[src/rtl/tx_crc_sequencer.sv]
// Tx frame controller: gates source bits to the encoder, runs CRC_A and optionally appends it LSB first.
// Optional macro TX_CRC_INJECT_ERR_EN adds inject_crc_err, which flips the first appended CRC bit.
module tx_crc_sequencer #(
  parameter logic [15:0] CRC_INIT = 16'h6363,
  parameter logic [15:0] CRC_POLY = 16'h8408
) (
  input  logic        clk,
  input  logic        rst,
  input  logic        fdt_trigger,
  input  logic        tx_append_crc,
`ifdef TX_CRC_INJECT_ERR_EN
  input  logic        inject_crc_err,
`endif
  input  logic        in_data,
  input  logic        in_data_valid,
  input  logic        in_last,
  output logic        in_req,
  output logic        out_data,
  output logic        out_data_valid,
  output logic        out_last,
  input  logic        out_req,
  output logic [15:0] crc,
  output logic        busy
);

  localparam logic [1:0] ST_IDLE = 2'd0;
  localparam logic [1:0] ST_DATA = 2'd1;
  localparam logic [1:0] ST_CRC  = 2'd2;

  logic [1:0]  r_state;
  logic [15:0] r_crc;
  logic [3:0]  r_cnt;
  logic        r_append;
  logic        r_inject;

  logic        w_in_req;
  logic        w_out_data;
  logic        w_out_valid;
  logic        w_out_last;
  logic        w_xfer;
  logic        w_start;
  logic        w_inject_req;
  logic [15:0] w_crc_tx;

  // One bit of the reflected CRC_A LFSR.
  function automatic logic [15:0] crc_step(input logic [15:0] c, input logic d);
    crc_step = (c >> 1) ^ (((c[0] ^ d) == 1'b1) ? CRC_POLY : 16'h0000);
  endfunction

`ifdef TX_CRC_INJECT_ERR_EN
  assign w_inject_req = inject_crc_err;
`else
  assign w_inject_req = 1'b0;
`endif

  assign w_crc_tx = r_crc ^ {15'd0, r_inject};
  assign w_start  = (r_state == ST_IDLE) && fdt_trigger && in_data_valid;
  assign w_xfer   = w_out_valid && out_req;

  // Output mux: DATA is a zero-latency pass-through, CRC replays the frozen register.
  always_comb begin
    w_in_req    = 1'b0;
    w_out_data  = 1'b0;
    w_out_valid = 1'b0;
    w_out_last  = 1'b0;
    case (r_state)
      ST_DATA: begin
        w_in_req    = out_req;
        w_out_data  = in_data;
        w_out_valid = in_data_valid;
        w_out_last  = in_last && !r_append;
      end
      ST_CRC: begin
        w_in_req    = 1'b0;
        w_out_data  = w_crc_tx[r_cnt];
        w_out_valid = 1'b1;
        w_out_last  = (r_cnt == 4'd15);
      end
      default: begin
        w_in_req    = 1'b0;
        w_out_data  = 1'b0;
        w_out_valid = 1'b0;
        w_out_last  = 1'b0;
      end
    endcase
  end

  // Frame state, CRC register and appended-bit counter.
  always_ff @(posedge clk or posedge rst) begin
    if (rst) begin
      r_state  <= ST_IDLE;
      r_crc    <= CRC_INIT;
      r_cnt    <= 4'd0;
      r_append <= 1'b0;
      r_inject <= 1'b0;
    end else begin
      case (r_state)
        ST_IDLE: begin
          if (w_start) begin
            r_append <= tx_append_crc;
            r_inject <= w_inject_req;
            r_crc    <= CRC_INIT;
            r_cnt    <= 4'd0;
            r_state  <= ST_DATA;
          end
        end
        ST_DATA: begin
          if (w_xfer) begin
            r_crc <= crc_step(r_crc, in_data);
            if (in_last) begin
              r_cnt   <= 4'd0;
              r_state <= r_append ? ST_CRC : ST_IDLE;
            end
          end
        end
        ST_CRC: begin
          if (w_xfer) begin
            r_cnt <= r_cnt + 4'd1;
            if (r_cnt == 4'd15) begin
              r_state <= ST_IDLE;
            end
          end
        end
        default: begin
          r_state <= ST_IDLE;
          r_cnt   <= 4'd0;
        end
      endcase
    end
  end

  assign in_req         = w_in_req;
  assign out_data       = w_out_data;
  assign out_data_valid = w_out_valid;
  assign out_last       = w_out_last;
  assign crc            = r_crc;
  assign busy           = (r_state != ST_IDLE);

endmodule

[config.mk]
export PLATFORM = sky130hd
export DESIGN_NAME = tx_crc_sequencer
export DESIGN_NICKNAME = d
export VERILOG_FILES = /design/src/rtl/tx_crc_sequencer.sv
export SDC_FILE = /design/constraint.sdc
export NUM_CORES = 1
export LEC_CHECK = 0
export BUFFER_PORTS_ARGS = -buffer_cell sky130_fd_sc_hd__buf_2
export CORE_ASPECT_RATIO = 0.8
export CORE_MARGIN = 2
export CORE_UTILIZATION = 57
export DETAILED_ROUTE_END_ITERATION = 10
export PLACE_DENSITY = 0.9
export REMOVE_ABC_BUFFERS = 1
export SKIP_LAST_GASP = 1
export SLEW_MARGIN = 0
export SYNTH_ARGS = -nofsm -noshare
export SYNTH_HDL_FRONTEND = slang
export SYNTH_SLANG_ARGS = --single-unit
[constraint.sdc]
create_clock -name clk -period 3.1 [get_ports clk]
set_input_delay 0.775 -clock clk [delete_from_list [all_inputs] [get_ports clk]]
set_output_delay 0.775 -clock clk [all_outputs]
set_load 0.01 [all_outputs]
==> metrics.txt <==
required time worst endpoint=2.32 ns; initial core utilization=60.8%; mean routed wirelength per cell=18.4 microns; Reg2Reg Setup Slack=0.99 ns; cts hold-fix bufs=0; max-cap violation count=0; worst slew pin tran=0.838 ns; Yosys warnings=0; Max Fanout on Critical Path=8; sequential area share after synthesis=44.7%; status=complete, no violations; CTS tree=done; Post-CTS Setup Inserts=0; fin crit share=94.4%; most frequent cell after synthesis=dfrtp_1; final setup vio count=0; Num CTS Buffers=3; Rows=15; pwr dens=771 nW/um^2; pin count of the biggest net entering global routing=24; Hold Fails Final Rpt=0; Total Die Area=2700 sq um; Unique masters post-synth=41; final instance area=1480 sq um; post-layout util=68.6%; hold path cells=1; met1 WL=1200 microns; setup TNS=0 ns; DIE WIDTH=57.6 microns; clock slew seen by the registers of the worst setup and hold paths=0.13 ns; largest family of logic cells by synthesized area=compound AO/OA/AOI/OAI gates; Antenna Nets Post-Route=0; overflow left after global routing=0; Critical Path Start Type=flop; port buffer count=28; Cells after Synth=116; antenna violations before repair=0; drt drc=0; drt total wl=3090 microns; clk buf depth=2; WL met3=241 microns; metal2 WL=1540 microns; top-area cell type share of the netlist area=28.6%; final clock skew=0.00114 ns; dpl cell area=1450 sq um; synthesized area=1310 sq um; vias in the first global route=1045; clock sinks=23; final RePlAce weighted congestion=0.833; highest routed layer=met4; FF-to-FF End=crc[0]; Syn-to-layout area delta=13.0%; fin. max-slew vios=0; Resized Gates After CTS=0; worst slack at placement=0.572 ns; HPWL Detailed=2300 microns; via count=1111; FMAX=0.342 GHz; number of synthesized flops with an enable pin=0; Critical Path End Type=output port; Clock Latency Late Sink=0.32 ns; Leak=0.678 nW; Global Route Usage Sum=26.0%; worst hold endpoint=crc[8]; synth top area cells=dfrtp_1 (29%), dfstp_2 (16%), mux4_1 (8.0%); Initial DRT Pass Iterations=5; num ports=29; Root Buffer=clkbuf_4; crit path kind=reg2out; Synth Area in XOR/XNOR=2.00%; total core area=2160 sq um; first-pass GRT wire length=5170 microns; simple-gate share of the synthesized area=12.6%; RSZ-0062 raised after global routing=no; die height=46.9 microns; Reg2Reg Launch Point=r_state[1]; Yosys reg bits=23; worst-case vdd ir drop=0.646 mV; final setup margin=0.174 ns; WP data arrival=2.15 ns; mux contribution to synthesized area=12.9%; vias per cell=6.61; Top FF cell, synth=dfrtp_1; reg2reg path depth=5; minimum clock period=2.93 ns; asr flop ratio synth=100%; layout cells sized above 1=30.1%; Hold Startpoint=crc[9]; H-tree Lvls=1; HP Class=reg2reg; Yosys top cell by area=dfrtp_1; synth cell count leaders=dfrtp_1 (15), nand2_1 (12), dfstp_2 (8), o22a_1 (8); fin nets=158; DR iter-0 viols=54; # diodes=0; Synth Area in Compound Gates=18.3%; syn avg cell area=11.3 sq um; Adder-Cell Fraction of Synth Area=5.73%; slew margin rel.=44.1%
## cell usage in the layout, fill, tap and decap left out, types with 6 or more instances in the layout
master,n
dfstp_2,8
o22a_1,8
nand2_1,12
nand3_1,6
a21oi_1,6
dfrtp_1,15
buf_2,28
ha_1,6
## cell type report
type                            instances  area (sq um)
Sequential cell                        23           586
Inverter                                5          18.8
Timing Repair Buffer                   28           140
Fill cell                             145           677
Clock inverter                          1          7.51
Multi-Input combinational cell         83           676
Clock buffer                            3          22.5
Tap cell                               25          31.3
## registers in the layout, indices dropped and copies added, names as in the netlist
name	cells
crc	16
r_cnt	4
r_state	2
r_append	1
## per-layer routing
layer	global-route usage, %	vias to the layer above
li1	-	492
met5	0	-
met2	45.0	61
met3	6.06	18
met1	32.2	540
met4	11.2	0
## report_power, final
| group | switching [mW] | internal (mW) |
|---|---|---|
| Clock | 0.0962 | 0.0494 |
| Sequential | 0.0749 | 0.376 |
| Combinational | 0.318 | 0.228 |
## worst max-delay path by stage
stage	endpoint	start	cells past startpoint	slack [ns]
floorplan	out_data	r_cnt[0]	4	0.76
detailed placement	out_data	r_cnt[0]	5	0.57
finish	out_data	r_cnt[0]	5	0.17
global placement	out_data	r_cnt[0]	5	0.63
CTS	out_data	r_cnt[0]	5	0.20
global route	out_data	r_cnt[0]	5	0.11
## worst max-delay path, cell delays in order, from the launching register on
cell	delay (ns)
dfrtp_1	0.55
mux4_1	0.61
mux2i_1	0.14
nor3_1	0.06
a311o_1	0.32
buf_2	0.14
## metrics by stage
stage                     total power [mW]  std cells  hold WS (ns)
after global placement               0.953        164         0.507
after floorplan                      0.810        111         0.493
final                                 1.14        168         0.544
after CTS                             1.14        168         0.547
after global routing                  1.22        168         0.558
after detailed placement             0.987        164         0.528
## cell families after synthesis
logic type,count (synthesis)
fa+ha+maj,6
mux,10
simple gates,31
flops,23
xor+xnor,3
compound gates,33
buf+inv,10
(Power assumes the default switching activity.)
